===== config.mk =====
export PLATFORM = sky130hd
export DESIGN_NAME = lmmi_initiator
export DESIGN_NICKNAME = d
export VERILOG_FILES = /design/src/rtl/lmmi_initiator.sv
export SDC_FILE = /design/constraint.sdc
export NUM_CORES = 1
export LEC_CHECK = 0
export ABC_AREA = 1
export CAP_MARGIN = 10
export CORE_MARGIN = 2
export CORE_UTILIZATION = 41
export DETAILED_ROUTE_END_ITERATION = 16
export GPL_TIMING_DRIVEN = 0
export PLACE_DENSITY_LB_ADDON = 0.15
export SYNTH_ARGS = -nofsm -noshare
export SYNTH_HDL_FRONTEND = slang
export SYNTH_SLANG_ARGS = --single-unit

===== constraint.sdc =====
create_clock -name lmmi_clk -period 1.2 [get_ports lmmi_clk]
set_input_delay 0.18 -clock lmmi_clk [delete_from_list [all_inputs] [get_ports lmmi_clk]]
set_output_delay 0.18 -clock lmmi_clk [all_outputs]
set_load 0.1 [all_outputs]

===== src/rtl/lmmi_initiator.sv =====
// Fabric-side LMMI initiator: one outstanding register read/write between a valid/ready
// command/response port and a hard-IP LMMI target. Optional watchdog: define LMMI_TIMEOUT_EN.
module lmmi_initiator #(
    parameter int ADDR_W  = 8,
    parameter int DATA_W  = 8,
    parameter int TIMEOUT = 255
) (
    input  logic              lmmi_clk,
    input  logic              lmmi_resetn,
    input  logic              cmd_valid,
    output logic              cmd_ready,
    input  logic              cmd_write,
    input  logic [ADDR_W-1:0] cmd_addr,
    input  logic [DATA_W-1:0] cmd_wdata,
    output logic              rsp_valid,
    input  logic              rsp_ready,
    output logic [DATA_W-1:0] rsp_rdata,
    output logic              rsp_err,
    output logic              lmmi_request,
    output logic              lmmi_wr_rdn,
    output logic [ADDR_W-1:0] lmmi_offset,
    output logic [DATA_W-1:0] lmmi_wdata,
    input  logic              lmmi_ready,
    input  logic              lmmi_rdata_valid,
    input  logic [DATA_W-1:0] lmmi_rdata
);

    typedef enum logic [1:0] {
        IDLE    = 2'd0,
        REQ     = 2'd1,
        WAIT_RD = 2'd2,
        RESP    = 2'd3
    } state_t;

    state_t              state_q, state_d;
    logic                cmd_ready_d, rsp_valid_d, rsp_err_d;
    logic                lmmi_request_d, lmmi_wr_rdn_d;
    logic [DATA_W-1:0]   rsp_rdata_d, lmmi_wdata_d;
    logic [ADDR_W-1:0]   lmmi_offset_d;
    logic                timeout_hit;

`ifdef LMMI_TIMEOUT_EN
    localparam logic [15:0] TIMEOUT_CNT = 16'(TIMEOUT);
    logic [15:0] wd_cnt_q;

    // REQ is only entered from IDLE, so clearing in IDLE clears on entry to REQ.
    always_ff @(posedge lmmi_clk or negedge lmmi_resetn) begin
        if (!lmmi_resetn) begin
            wd_cnt_q <= '0;
        end else if (state_q == IDLE) begin
            wd_cnt_q <= '0;
        end else if ((state_q == REQ || state_q == WAIT_RD) && wd_cnt_q != 16'hFFFF) begin
            wd_cnt_q <= wd_cnt_q + 16'd1;
        end
    end

    assign timeout_hit = (wd_cnt_q >= TIMEOUT_CNT);
`else
    // Legal TIMEOUT is positive, so this is a constant 0: the FSM waits indefinitely.
    assign timeout_hit = (TIMEOUT < 0);
`endif

    always_ff @(posedge lmmi_clk or negedge lmmi_resetn) begin
        if (!lmmi_resetn) begin
            state_q      <= IDLE;
            cmd_ready    <= 1'b0;
            rsp_valid    <= 1'b0;
            rsp_rdata    <= '0;
            rsp_err      <= 1'b0;
            lmmi_request <= 1'b0;
            lmmi_wr_rdn  <= 1'b0;
            lmmi_offset  <= '0;
            lmmi_wdata   <= '0;
        end else begin
            state_q      <= state_d;
            cmd_ready    <= cmd_ready_d;
            rsp_valid    <= rsp_valid_d;
            rsp_rdata    <= rsp_rdata_d;
            rsp_err      <= rsp_err_d;
            lmmi_request <= lmmi_request_d;
            lmmi_wr_rdn  <= lmmi_wr_rdn_d;
            lmmi_offset  <= lmmi_offset_d;
            lmmi_wdata   <= lmmi_wdata_d;
        end
    end

    always_comb begin
        state_d        = state_q;
        rsp_valid_d    = rsp_valid;
        rsp_rdata_d    = rsp_rdata;
        rsp_err_d      = rsp_err;
        lmmi_request_d = lmmi_request;
        lmmi_wr_rdn_d  = lmmi_wr_rdn;
        lmmi_offset_d  = lmmi_offset;
        lmmi_wdata_d   = lmmi_wdata;

        case (state_q)
            IDLE: begin
                if (cmd_valid && cmd_ready) begin
                    lmmi_request_d = 1'b1;
                    lmmi_wr_rdn_d  = cmd_write;
                    lmmi_offset_d  = cmd_addr;
                    lmmi_wdata_d   = cmd_wdata;
                    state_d        = REQ;
                end
            end
            REQ: begin
                // Target acceptance wins over a watchdog expiry on the same edge.
                if (lmmi_ready) begin
                    lmmi_request_d = 1'b0;
                    if (lmmi_wr_rdn) begin
                        state_d     = RESP;
                        rsp_valid_d = 1'b1;
                        rsp_rdata_d = '0;
                        rsp_err_d   = 1'b0;
                    end else if (lmmi_rdata_valid) begin
                        state_d     = RESP;
                        rsp_valid_d = 1'b1;
                        rsp_rdata_d = lmmi_rdata;
                        rsp_err_d   = 1'b0;
                    end else begin
                        state_d = WAIT_RD;
                    end
                end else if (timeout_hit) begin
                    lmmi_request_d = 1'b0;
                    state_d        = RESP;
                    rsp_valid_d    = 1'b1;
                    rsp_rdata_d    = '0;
                    rsp_err_d      = 1'b1;
                end
            end
            WAIT_RD: begin
                if (lmmi_rdata_valid) begin
                    state_d     = RESP;
                    rsp_valid_d = 1'b1;
                    rsp_rdata_d = lmmi_rdata;
                    rsp_err_d   = 1'b0;
                end else if (timeout_hit) begin
                    state_d     = RESP;
                    rsp_valid_d = 1'b1;
                    rsp_rdata_d = '0;
                    rsp_err_d   = 1'b1;
                end
            end
            RESP: begin
                if (rsp_ready) begin
                    rsp_valid_d = 1'b0;
                    rsp_rdata_d = '0;
                    rsp_err_d   = 1'b0;
                    state_d     = IDLE;
                end
            end
            default: state_d = IDLE;
        endcase

        // Registered, so it rises one cycle after the response handshake.
        cmd_ready_d = (state_d == IDLE);
    end

endmodule


==> summary.txt <==
Outcome: finished clean
Area contributors post-synth: dfrtp_1 58%, o21ai_0 9.7%, nand2_1 8.9%, inv_1 6.4%, mux2i_1 5.2%
Diodes inserted: 0
DRC viols: 0
Startpoint types: flop
Final ANT Viol Nets: 0
PortBufs: 59
Syn-to-layout area delta: 64.7%
Vias: 1259
Synth Instances: 144
Synth cell types: 21
# rows: 20
RSZ-0062 raised after global routing: true
Slowest stage delay, CP: 520 ps
Total CTS buffers: 5
Max-Cap Viols: 0
WL/cell: 13.2 um
Synthesis Warnings: 0
Synth Register Bits: 31
R2R depth: 5
Setup-failing EPs final: 0
Crit Path Category: reg -> out
Total track usage: 0.198
Register Area: 801 um2
Worst-path cell chain: buf_12
Largest net degree at the start of global routing: 22
Max-slew violation count: 0
Post-synthesis sequential area ratio: 0.576
Final #Nets: 250
Crit path buf inv count: 1
Most frequent cell after synthesis: nand2_1
Starting DRC count in detailed routing: 59
CTS tree: yes
Vias in the first global route: 1273
CP Capture Type: output pin
Cell family with most CP delay: flip-flops
Slew of the pin with the lowest slew margin: 524 ps
Worst-Skew Late Latency: 310 ps
Top Ports: 60
Die X: 61.3 um
Max FO, Critical Path: 3
Period utilization: 0.985
Clock-pin slew on the worst setup and hold paths: 90 ps
Fin. Hold Viols: 0
Slew headroom: 0.650
Post-synth ARST share: 1.00
First-pass DRT Iterations: 4
HP Class: in -> async
Synthesized area per cell: 9.35 um2
Vias/cell: 4.77
Post-synth top cells: 32 x nand2_1, 31 x dfrtp_1, 26 x o21ai_0
Minimum period implied by the final worst setup slack: 1180 ps
Clk buf depth: 2
Fillers: 248
Synthesized area: 0.00135 mm2
Worst EP required: 1020 ps
Die height: 61.3 um
Area of the die: 0.00376 mm2
Post-Syn Nets: 175
Setup TNS: 0 ps
WHS: 205 ps
Worst clock skew: 6.00 ps
Initial core utilization: 0.437
Crit path DAT: 1000 ps
Initial antenna violation count: 0
Yosys top cell area share: 0.576
F_max: 0.846 GHz
GPL Wtd Cong: 0.898
EDFF count, synth: 0
Gr ovfl total: 0
Total clock sinks: 31
Core ar.: 0.00308 mm2
Detailed placement HPWL: 2440 um
Area of the multi-input gates: 488 um2
H-tree depth: 2
Global-route wire length before repair: 5460 um
Post-synth top area cell: dfrtp_1
Levels on crit path: 1
Layout cells sized above 1: 0.345
Main synth FF type: dfrtp_1
CTS Root Cell: clkbuf_4
Slowest cell on crit path: dfrtp_4
Drt total wl: 3490 um
[path summary, 6_finish.rpt]
path                                     from             end  slack, ps
worst max-delay path                cmd_ready       cmd_ready         20
worst min-delay path              lmmi_resetn  lmmi_offset[7]        210
worst max register to register    lmmi_wr_rdn       cmd_ready         40
worst min register to register  lmmi_wdata[4]   lmmi_wdata[4]        500
max in group asynchronous         lmmi_resetn       cmd_ready        450
min in group lmmi_clk            cmd_wdata[4]   lmmi_wdata[4]        400
[logic make-up (layout without fill, tap and decap cells)]
group | count (synthesis) | in the layout | share of synthesized area
AND/OR/NAND/NOR | 46 | 47 | 0.158
AO/OA/AOI/OAI | 32 | 32 | 0.121
multiplexers | 7 | 7 | 0.0520
flip-flops | 31 | 31 | 0.576
buffers and inverters | 28 | 103 | 0.0929
[flip-flops by register name, indices dropped and copies added (netlist names)]
name          cells
lmmi_offset       8
lmmi_wr_rdn       1
state_q           2
rsp_rdata         8
lmmi_request      1
rsp_err           1
rsp_valid         1
lmmi_wdata        8
cmd_ready         1
[per-layer routing]
layer  up-vias  track usage  part of all wire
met3         6       0.0546             0.067
met2        45        0.334              0.53
met5         -            0                 0
li1        609            -                 -
met4         0       0.0963             0.015
met1       599        0.233              0.39
[area by class of cell]
class                           instances  share of cell area
Tap cell                               44              0.0248
Inverter                               24              0.0429
Clock buffer                            7              0.0203
Multi-Input combinational cell         86               0.220
Clock inverter                          1             0.00226
Buffer                                  4              0.0175
Sequential cell                        31               0.361
Timing Repair Buffer                   67               0.311
[layout by cell type (no fill, tap or decap), drive strengths merged]
| cell | instances |
|---|---|
| a21oi | 4 |
| clkinv | 1 |
| a21boi | 1 |
| dfrtp | 31 |
| nand4 | 3 |
| o21ai | 27 |
| nand3 | 1 |
| inv | 24 |
| nor2 | 8 |
| or2 | 1 |
| buf | 41 |
| clkdlybuf4s50 | 30 |
| mux2i | 7 |
| nand2 | 33 |
| clkbuf | 7 |
| nor3 | 1 |
[what timing repair did]
item	4_1_cts	5_1_grt
hold endpoints to repair	0	0
gates cloned	0	3
hold buffers	0	0
setup endpoints to repair	35	51
buffers inserted	2	3
resized for setup	178	47
pin swaps	0	2
[stage by stage]
| step | setup WS (ps) | instances | utilization | instance area (um2) |
|---|---|---|---|---|
| 2_1_floorplan | -32.0 | 144 | - | 1380 |
| 3_3_place_gp | -765 | 247 | 0.657 | 2020 |
| 3_5_place_dp | -516 | 248 | 0.662 | 2040 |
| 4_1_cts | 0.970 | 258 | 0.665 | 2050 |
| 5_1_grt | -35.3 | 264 | 0.720 | 2220 |
| 6_report | 17.8 | 264 | 0.720 | 2220 |
Power is left out: the tool's default activity adds up to more than one toggle a clock period on the data nets, which glitch-free logic cannot reach.
